[src/rtl/hazard_controller_pkg.sv]
// Shared types for the decode-side hazard controller.
// Register index, FSM state and the pipeline control bundle.
package hazard_controller_pkg;

  localparam int REG_IDX_W = 5;
  localparam logic [REG_IDX_W-1:0] REG_ZERO = '0;

  typedef enum logic {
    RUN      = 1'b0,
    REDIRECT = 1'b1
  } hazard_state_t;

  typedef struct packed {
    logic stall_if;
    logic stall_id;
    logic flush_id;
    logic flush_ex;
    logic id_issue;
  } hazard_ctrl_t;

  localparam hazard_ctrl_t CTRL_NONE = '0;

endpackage

[src/rtl/hazard_controller_if.sv]
// Decode/EX/completion signals seen by the hazard controller.
// master drives the pipeline view, slave is the controller.
interface hazard_controller_if #(
  parameter int REG_ID_W = 6,
  parameter int NUM_REGS = 32
);

  logic                id_valid;
  logic [REG_ID_W-1:0] id_rs1;
  logic [REG_ID_W-1:0] id_rs2;
  logic                id_rs1_used;
  logic                id_rs2_used;
  logic [REG_ID_W-1:0] id_rd;
  logic                id_reg_write;
  logic                id_is_load;
  logic                id_is_muldiv;
  logic                id_is_jalr;
  logic                ex_reg_write;
  logic [REG_ID_W-1:0] ex_rd;
  logic                ex_branch_taken;
  logic                lsu_done;
  logic [REG_ID_W-1:0] lsu_rd;
  logic                md_done;
  logic [REG_ID_W-1:0] md_rd;
  logic                id_issue;
  logic                stall_if;
  logic                stall_id;
  logic                flush_id;
  logic                flush_ex;
  logic [NUM_REGS-1:0] pending_mask;
  logic [2:0]          load_cnt;
  logic                md_busy;

  modport master (
    output id_valid, id_rs1, id_rs2,
    output id_rs1_used, id_rs2_used,
    output id_rd, id_reg_write,
    output id_is_load, id_is_muldiv,
    output id_is_jalr,
    output ex_reg_write, ex_rd,
    output ex_branch_taken,
    output lsu_done, lsu_rd,
    output md_done, md_rd,
    input  id_issue, stall_if, stall_id,
    input  flush_id, flush_ex,
    input  pending_mask, load_cnt, md_busy
  );

  modport slave (
    input  id_valid, id_rs1, id_rs2,
    input  id_rs1_used, id_rs2_used,
    input  id_rd, id_reg_write,
    input  id_is_load, id_is_muldiv,
    input  id_is_jalr,
    input  ex_reg_write, ex_rd,
    input  ex_branch_taken,
    input  lsu_done, lsu_rd,
    input  md_done, md_rd,
    output id_issue, stall_if, stall_id,
    output flush_id, flush_ex,
    output pending_mask, load_cnt, md_busy
  );

endinterface

[src/rtl/hazard_controller_scoreboard.sv]
// Per-register pending-write bits for long-latency ops.
// One set port, two clear ports, rs1/rs2/rd lookups.
module hazard_controller_scoreboard
  import hazard_controller_pkg::*;
#(
  parameter int NUM_REGS = 32
) (
  input  logic                 clk,
  input  logic                 reset,
  input  logic                 set_en,
  input  logic [REG_IDX_W-1:0] set_idx,
  input  logic                 clr_a_en,
  input  logic [REG_IDX_W-1:0] clr_a_idx,
  input  logic                 clr_b_en,
  input  logic [REG_IDX_W-1:0] clr_b_idx,
  input  logic [REG_IDX_W-1:0] rs1_idx,
  input  logic [REG_IDX_W-1:0] rs2_idx,
  input  logic [REG_IDX_W-1:0] rd_idx,
  output logic                 rs1_pend,
  output logic                 rs2_pend,
  output logic                 rd_pend,
  output logic [NUM_REGS-1:0]  mask
);

  logic [NUM_REGS-1:0] mask_n;

  // clears first, then the set so a same-index set wins
  always_comb begin
    mask_n = mask;
    if (clr_a_en) mask_n[clr_a_idx] = 1'b0;
    if (clr_b_en) mask_n[clr_b_idx] = 1'b0;
    if (set_en) mask_n[set_idx] = 1'b1;
    mask_n[REG_ZERO] = 1'b0;
  end

  // scoreboard register
  always_ff @(posedge clk) begin
    if (reset) mask <= '0;
    else       mask <= mask_n;
  end

  assign rs1_pend = mask[rs1_idx];
  assign rs2_pend = mask[rs2_idx];
  assign rd_pend  = mask[rd_idx];

  a_clr_a_pending : assert property (
    @(posedge clk) disable iff (reset)
    (clr_a_en && clr_a_idx != REG_ZERO)
      |-> mask[clr_a_idx]
  ) else $error("load clears a non-pending register");

  a_clr_b_pending : assert property (
    @(posedge clk) disable iff (reset)
    (clr_b_en && clr_b_idx != REG_ZERO)
      |-> mask[clr_b_idx]
  ) else $error("muldiv clears a non-pending register");

endmodule

[src/rtl/hazard_controller.sv]
// Decode-side issue/stall controller: hazards, load and
// mul/div occupancy, and the RUN/REDIRECT flush sequencer.
module hazard_controller
  import hazard_controller_pkg::*;
#(
  parameter int REG_ID_W        = 6,
  parameter int NUM_REGS        = 32,
  parameter int MAX_LOADS       = 2,
  parameter int REDIRECT_CYCLES = 1
) (
  input logic clk,
  input logic reset,
  hazard_controller_if.slave bus
);

  hazard_state_t       state, state_n;
  logic [1:0]          rcnt, rcnt_n;
  logic [2:0]          load_cnt;
  logic                md_busy;
  logic [NUM_REGS-1:0] mask;
  hazard_ctrl_t        ctrl;

  logic [REG_IDX_W-1:0] rs1, rs2, rd;
  logic [REG_IDX_W-1:0] ex_rd, lsu_rd, md_rd;
  logic rs1_pend, rs2_pend, rd_pend;
  logic raw, waw, jalr_haz, struct_haz, hazard;
  logic issue, ld_inc, ld_dec, sb_set;
  logic unused_hi;

  assign rs1    = bus.id_rs1[REG_IDX_W-1:0];
  assign rs2    = bus.id_rs2[REG_IDX_W-1:0];
  assign rd     = bus.id_rd[REG_IDX_W-1:0];
  assign ex_rd  = bus.ex_rd[REG_IDX_W-1:0];
  assign lsu_rd = bus.lsu_rd[REG_IDX_W-1:0];
  assign md_rd  = bus.md_rd[REG_IDX_W-1:0];

  assign unused_hi = ^{
    bus.id_rs1[REG_ID_W-1:REG_IDX_W],
    bus.id_rs2[REG_ID_W-1:REG_IDX_W],
    bus.id_rd[REG_ID_W-1:REG_IDX_W],
    bus.ex_rd[REG_ID_W-1:REG_IDX_W],
    bus.lsu_rd[REG_ID_W-1:REG_IDX_W],
    bus.md_rd[REG_ID_W-1:REG_IDX_W]
  };

  assign issue  = ctrl.id_issue;
  assign sb_set = issue & bus.id_reg_write
                & (rd != REG_ZERO)
                & (bus.id_is_load | bus.id_is_muldiv);

  hazard_controller_scoreboard #(
    .NUM_REGS (NUM_REGS)
  ) u_sb (
    .clk       (clk),
    .reset     (reset),
    .set_en    (sb_set),
    .set_idx   (rd),
    .clr_a_en  (bus.lsu_done),
    .clr_a_idx (lsu_rd),
    .clr_b_en  (bus.md_done),
    .clr_b_idx (md_rd),
    .rs1_idx   (rs1),
    .rs2_idx   (rs2),
    .rd_idx    (rd),
    .rs1_pend  (rs1_pend),
    .rs2_pend  (rs2_pend),
    .rd_pend   (rd_pend),
    .mask      (mask)
  );

  // hazard terms from registered state only
  always_comb begin
    raw = (bus.id_rs1_used & rs1_pend)
        | (bus.id_rs2_used & rs2_pend);
    waw = bus.id_reg_write & rd_pend;
    jalr_haz = bus.id_is_jalr & bus.ex_reg_write
             & (ex_rd == rs1) & (rs1 != REG_ZERO);
    struct_haz = (bus.id_is_muldiv & md_busy)
               | (bus.id_is_load
                  & (load_cnt == 3'(MAX_LOADS)));
    hazard = raw | waw | jalr_haz | struct_haz;
  end

  // next state and pipeline controls, silent in reset
  always_comb begin
    ctrl    = CTRL_NONE;
    state_n = state;
    rcnt_n  = rcnt;
    if (!reset) begin
      unique case (state)
        RUN: begin
          if (bus.ex_branch_taken) begin
            ctrl.flush_id = 1'b1;
            ctrl.flush_ex = 1'b1;
            rcnt_n  = 2'(REDIRECT_CYCLES);
            state_n = REDIRECT;
          end else if (bus.id_valid && hazard) begin
            ctrl.stall_if = 1'b1;
            ctrl.stall_id = 1'b1;
            ctrl.flush_ex = 1'b1;
          end else if (bus.id_valid) begin
            ctrl.id_issue = 1'b1;
            if (bus.id_is_jalr) begin
              rcnt_n  = 2'(REDIRECT_CYCLES);
              state_n = REDIRECT;
            end
          end
        end
        REDIRECT: begin
          ctrl.flush_id = 1'b1;
          if (bus.ex_branch_taken) begin
            ctrl.flush_ex = 1'b1;
            rcnt_n = 2'(REDIRECT_CYCLES);
          end else if (rcnt == 2'd1) begin
            rcnt_n  = 2'd0;
            state_n = RUN;
          end else begin
            rcnt_n = rcnt - 2'd1;
          end
        end
        default: state_n = RUN;
      endcase
    end
  end

  assign ld_inc = issue & bus.id_is_load;
  assign ld_dec = bus.lsu_done;

  // FSM, redirect counter, load and mul/div occupancy
  always_ff @(posedge clk) begin
    if (reset) begin
      state    <= RUN;
      rcnt     <= 2'd0;
      load_cnt <= 3'd0;
      md_busy  <= 1'b0;
    end else begin
      state <= state_n;
      rcnt  <= rcnt_n;
      if (ld_inc && !ld_dec && load_cnt != 3'd7)
        load_cnt <= load_cnt + 3'd1;
      else if (ld_dec && !ld_inc && load_cnt != 3'd0)
        load_cnt <= load_cnt - 3'd1;
      if (issue && bus.id_is_muldiv)
        md_busy <= 1'b1;
      else if (bus.md_done)
        md_busy <= 1'b0;
    end
  end

  assign bus.id_issue     = ctrl.id_issue;
  assign bus.stall_if     = ctrl.stall_if;
  assign bus.stall_id     = ctrl.stall_id;
  assign bus.flush_id     = ctrl.flush_id;
  assign bus.flush_ex     = ctrl.flush_ex;
  assign bus.pending_mask = reset ? '0 : mask;
  assign bus.load_cnt     = reset ? 3'd0 : load_cnt;
  assign bus.md_busy      = reset ? 1'b0 : md_busy;

  a_done_same_rd : assert property (
    @(posedge clk) disable iff (reset)
    !(bus.lsu_done && bus.md_done
      && lsu_rd == md_rd && lsu_rd != REG_ZERO)
  ) else $error("lsu and muldiv complete to same rd");

  a_lsu_underflow : assert property (
    @(posedge clk) disable iff (reset)
    !(bus.lsu_done && load_cnt == 3'd0)
  ) else $error("lsu_done with no outstanding load");

  a_md_idle_done : assert property (
    @(posedge clk) disable iff (reset)
    !(bus.md_done && !md_busy)
  ) else $error("md_done while mul/div idle");

endmodule
[src/flat_wrapper.sv]
// flat-port wrapper written by rule: the top's interface ports become plain ports
module hazard_controller_flat import hazard_controller_pkg::*;
#(
  parameter int REG_ID_W        = 6,
  parameter int NUM_REGS        = 32,
  parameter int MAX_LOADS       = 2,
  parameter int REDIRECT_CYCLES = 1
)
  (clk, reset, bus_id_valid, bus_id_rs1, bus_id_rs2, bus_id_rs1_used, bus_id_rs2_used, bus_id_rd, bus_id_reg_write, bus_id_is_load, bus_id_is_muldiv, bus_id_is_jalr, bus_ex_reg_write, bus_ex_rd, bus_ex_branch_taken, bus_lsu_done, bus_lsu_rd, bus_md_done, bus_md_rd, bus_id_issue, bus_stall_if, bus_stall_id, bus_flush_id, bus_flush_ex, bus_pending_mask, bus_load_cnt, bus_md_busy);
  hazard_controller_if #(.REG_ID_W(REG_ID_W), .NUM_REGS(NUM_REGS)) bus_i ();
  input logic clk;
  input logic reset;
  input wire logic [$bits(bus_i.id_valid)-1:0] bus_id_valid;
  input wire logic [$bits(bus_i.id_rs1)-1:0] bus_id_rs1;
  input wire logic [$bits(bus_i.id_rs2)-1:0] bus_id_rs2;
  input wire logic [$bits(bus_i.id_rs1_used)-1:0] bus_id_rs1_used;
  input wire logic [$bits(bus_i.id_rs2_used)-1:0] bus_id_rs2_used;
  input wire logic [$bits(bus_i.id_rd)-1:0] bus_id_rd;
  input wire logic [$bits(bus_i.id_reg_write)-1:0] bus_id_reg_write;
  input wire logic [$bits(bus_i.id_is_load)-1:0] bus_id_is_load;
  input wire logic [$bits(bus_i.id_is_muldiv)-1:0] bus_id_is_muldiv;
  input wire logic [$bits(bus_i.id_is_jalr)-1:0] bus_id_is_jalr;
  input wire logic [$bits(bus_i.ex_reg_write)-1:0] bus_ex_reg_write;
  input wire logic [$bits(bus_i.ex_rd)-1:0] bus_ex_rd;
  input wire logic [$bits(bus_i.ex_branch_taken)-1:0] bus_ex_branch_taken;
  input wire logic [$bits(bus_i.lsu_done)-1:0] bus_lsu_done;
  input wire logic [$bits(bus_i.lsu_rd)-1:0] bus_lsu_rd;
  input wire logic [$bits(bus_i.md_done)-1:0] bus_md_done;
  input wire logic [$bits(bus_i.md_rd)-1:0] bus_md_rd;
  output wire logic [$bits(bus_i.id_issue)-1:0] bus_id_issue;
  output wire logic [$bits(bus_i.stall_if)-1:0] bus_stall_if;
  output wire logic [$bits(bus_i.stall_id)-1:0] bus_stall_id;
  output wire logic [$bits(bus_i.flush_id)-1:0] bus_flush_id;
  output wire logic [$bits(bus_i.flush_ex)-1:0] bus_flush_ex;
  output wire logic [$bits(bus_i.pending_mask)-1:0] bus_pending_mask;
  output wire logic [$bits(bus_i.load_cnt)-1:0] bus_load_cnt;
  output wire logic [$bits(bus_i.md_busy)-1:0] bus_md_busy;
  assign bus_i.id_valid = bus_id_valid;
  assign bus_i.id_rs1 = bus_id_rs1;
  assign bus_i.id_rs2 = bus_id_rs2;
  assign bus_i.id_rs1_used = bus_id_rs1_used;
  assign bus_i.id_rs2_used = bus_id_rs2_used;
  assign bus_i.id_rd = bus_id_rd;
  assign bus_i.id_reg_write = bus_id_reg_write;
  assign bus_i.id_is_load = bus_id_is_load;
  assign bus_i.id_is_muldiv = bus_id_is_muldiv;
  assign bus_i.id_is_jalr = bus_id_is_jalr;
  assign bus_i.ex_reg_write = bus_ex_reg_write;
  assign bus_i.ex_rd = bus_ex_rd;
  assign bus_i.ex_branch_taken = bus_ex_branch_taken;
  assign bus_i.lsu_done = bus_lsu_done;
  assign bus_i.lsu_rd = bus_lsu_rd;
  assign bus_i.md_done = bus_md_done;
  assign bus_i.md_rd = bus_md_rd;
  assign bus_id_issue = bus_i.id_issue;
  assign bus_stall_if = bus_i.stall_if;
  assign bus_stall_id = bus_i.stall_id;
  assign bus_flush_id = bus_i.flush_id;
  assign bus_flush_ex = bus_i.flush_ex;
  assign bus_pending_mask = bus_i.pending_mask;
  assign bus_load_cnt = bus_i.load_cnt;
  assign bus_md_busy = bus_i.md_busy;
  hazard_controller #(.REG_ID_W(REG_ID_W), .NUM_REGS(NUM_REGS), .MAX_LOADS(MAX_LOADS), .REDIRECT_CYCLES(REDIRECT_CYCLES)) u_core (.clk(clk), .reset(reset), .bus(bus_i));
endmodule
[config.mk]
export PLATFORM = sky130hd
export DESIGN_NAME = hazard_controller_flat
export DESIGN_NICKNAME = d
export VERILOG_FILES = /design/src/rtl/hazard_controller_pkg.sv /design/src/rtl/hazard_controller_if.sv /design/src/rtl/hazard_controller_scoreboard.sv /design/src/rtl/hazard_controller.sv /design/src/flat_wrapper.sv
export SDC_FILE = /design/constraint.sdc
export NUM_CORES = 1
export LEC_CHECK = 0
export CAP_MARGIN = 5
export CORE_MARGIN = 3
export CORE_UTILIZATION = 27
export DETAILED_ROUTE_END_ITERATION = 10
export GPL_TIMING_DRIVEN = 0
export PLACE_DENSITY = 0.59
export SYNTH_ARGS = -nofsm -noshare
export SYNTH_HDL_FRONTEND = slang
export SYNTH_HIERARCHICAL = 1
export SYNTH_SLANG_ARGS = --single-unit
[constraint.sdc]
create_clock -name clk -period 5.66 [get_ports clk]
set_clock_uncertainty 0.05 [all_clocks]
set_input_delay 0.849 -clock clk [delete_from_list [all_inputs] [get_ports clk]]
set_output_delay 0.849 -clock clk [all_outputs]
set_load 0.005 [all_outputs]
==> qor.yml <==
run_status:
  outcome: "finished clean"
global_routing:
  grt_pass1_vias: 3376
  grt_overflow: 0
  grt_pass1_wl_mm: 17.8
  grt_usage_pct: 16.8
  antenna_found_initial: 0
  grt_max_degree: 17
cts:
  clk_root_buffer_cell: "clkbuf_16"
  clk-insertion-delay-late_ps: 290
  numCtsBuffers: 5
  postCtsHoldBufs: 0
  cts_tree: "built"
  cts.sinks: 38
  post_cts_buffers: 0
  htree_levels: 2
  path_clk_slew_ps: 60
  cts_resized: 0
  clockBufferDepth: 2
floorplanning:
  io_pins: 90
  core_area_mm2: 0.0117
  die_x_um: 117
  rows: 39
  die-area_mm2: 0.0136
  die_y_um: 117
  start_util_pct: 28.3
sta:
  fmax_ghz: 0.203
  post-route-min-period_ps: 4930
  drv_slew: 0
  worst_pin_slew_ps: 1110
  rsz0062_at_grt: "false"
  finalHoldViolCount: 0
  finalSetupTns_ps: 0
  finalSetupViolations: 0
  slew_headroom_pct: 25.5
  min_period_over_period_pct: 87.1
  holdWs_ps: 444
setup_path:
  r2r-start: "u_core/u_sb/mask[17]"
  cp_common_cell: "clkdlybuf4s50_1"
  cp_data_required_time_ps: 4760
  crit_arrival_ps: 4030
  r2r_end: "u_core/u_sb/mask[4]"
  crit_type: "input pin to output pin"
  cp_max_fo: 10
  critPathSlowestCell: "clkdlybuf4s50_1"
  worstSetupEndpointType: "output pin"
  max_stage_delay_ps: 580
  start_kind: "input pin"
  r2r_slack_ps: 1760
  reg2regPathDepth: 11
  crit_chain: "clkdlybuf4s50_1, buf_6, mux4_2, nand2b_1, o211ai_1, nand4_1, a22o_1, a221oi_1, nand3_1, nor2_1, clkdlybuf4s50_1"
route:
  drt_first_pass_iters: 7
  vias: 3545
  post_drt_wl_per_cell_um: 19.0
  drc_errors: 0
  drt-total-wl_mm: 11.8
  vias_per_cell: 5.69
  drtAntennaViolNets: 0
  drtIter0Drc: 273
cells_and_area:
  drive_above_1_share_pct: 7.08
  antenna_cells: 0
  fin_util_pct: 38.1
  fin_nets: 530
  syn_to_final_growth_pct: 34.7
  nFillCells: 1222
  stdcell_count: 623
  layout_common_cells: "clkdlybuf4s50_1 (80), a22oi_1 (68), nor2_1 (46), nor2b_1 (43), dfxtp_1 (38)"
  mostFrequentLayoutCell: "clkdlybuf4s50_1"
worst_hold_path:
  hp-start: "u_core/rcnt[0]"
  min_to: "u_core/rcnt[0]"
  min-delay-path-class: "flip-flop to flip-flop"
  whs_path_depth: 1
placement:
  dp_cells: 615
  gp_congestion: 0.873
  port_buffers: 80
  hpwl_mm: 8.96
power:
  leakagePower_nw: 1.61
  ir_worst_vdd_mv: 0.136
  power-per-cell-area_mw_per_mm2: 186
  total_power_mw: 0.831
synthesis:
  ys.flop_type: "dfxtp_1"
  async_flop_share_pct: 0
  synth.avg_cell_area_um2: 8.45
  synth_edf_count: 0
  syn-num-nets: 443
  ys_seq_elements: 38
  netlist.area_leader.share_pct: 23.0
  ys_warn_count: 6
  synthTopCellsByArea: "dfxtp_1 (23%), a22oi_1 (15%), mux2i_1 (8.2%), nor2b_1 (8.1%), nor2_1 (5.2%)"
  yosysTopAreaCell: "dfxtp_1"
  synthesis.area_mm2: 0.00331
  synth.distinct_cells: 45
  netlist_instances: 392
  ys_seq_area_share_pct: 23.0
job:
  cap_violations: 0
## how the worst max path moves through the flow
stage / startpoint / endpoint / slack [ps] / cells after the start
2_1_floorplan: bus_id_rs1[1] / u_core/u_sb/mask[12] / 1910 / 13
3_3_place_gp: bus_id_rd[1] / u_core/u_sb/mask[4] / 510 / 14
3_5_place_dp: bus_id_rd[1] / u_core/u_sb/mask[12] / 490 / 14
4_1_cts: bus_id_rd[1] / bus_id_issue / 720 / 11
5_1_grt: bus_id_rd[1] / u_core/u_sb/mask[28] / 420 / 14
6_report: bus_id_rd[1] / bus_id_issue / 730 / 11
## where the power goes
| group | internal, mW | leakage (nW) | switching [mW] |
|---|---|---|---|
| combinational | 0.110 | 1.22 | 0.102 |
| sequential | 0.279 | 0.307 | 0.0170 |
| clock | 0.208 | 0.0760 | 0.116 |
## stage by stage
step                instance area, um2  setup slack [ps]
floorplan                         3310              1910
global placement                  4290               508
detailed placement                4290               489
CTS                               4460               722
global route                      4460               417
finish                            4460               728
## critical path: cells and delay by family
| kind | cells | cell delay, ps |
|---|---|---|
| compound gates | 3 | 640 |
| simple gates | 4 | 720 |
| mux | 1 | 490 |
| buf+inv | 3 | 1320 |
## layer usage
layer / GRT usage, % / vias up / wire length [um]
met1: 22.6 / 1711 / 5230
li1: - / 1662 / -
met2: 27.3 / 159 / 5500
met4: 6.27 / 0 / 265
met5: 0 / - / 0
met3: 2.33 / 13 / 850
## cells by family after synthesis
kind of cell / after synthesis / synth area share, %
other: 1 / 0.113
AND/OR/NAND/NOR: 175 / 30.5
flip-flops: 38 / 23.0
buffers and inverters: 33 / 6.24
multiplexers: 38 / 15.5
XOR/XNOR: 4 / 1.06
adder cells (fa/ha/maj): 2 / 0.983
AO/OA/AOI/OAI: 101 / 22.6
## synthesized netlist by cell type, types with 2 or more instances
cell       count
a22oi_1       68
nor2b_1       43
nand2_1        8
nor3_1         9
nor3b_2        2
and2b_1        3
inv_1          6
nand2b_1       7
clkbuf_1      15
nand4_1        3
and3b_1       13
nor3b_1       11
mux2_4         2
xor2_1         4
mux4_2         6
o211ai_1       4
mux2i_1       27
a31oi_1        2
a21oi_1       10
dfxtp_1       38
nor4_1         2
a221oi_1       2
o2111ai_1      3
a22o_1         3
nand3_1       15
a211oi_1       4
buf_6         10
and3_1         7
buf_4          2
nor2_1        46
mux4_1         3
## registers in the layout, summed over array words and instances (netlist names)
signal and flops:
u_core/md_busy 1, u_core/load_cnt 3, u_core/rcnt 2, u_core/u_sb/mask 31
u_core/state 1
## layout make-up
type                    count  area (um2)  share of cell area, %
well taps                 143         179                   4.01
flip-flops and latches     38         761                   17.1
multi-input cells         321        2340                   52.5
plain buffers              27         184                   4.12
clock buffers               5         125                   2.81
clock inverters             3        45.0                   1.01
inverters                   6        22.5                  0.505
repair buffers             80         801                   18.0
(Power assumes the default switching activity.)
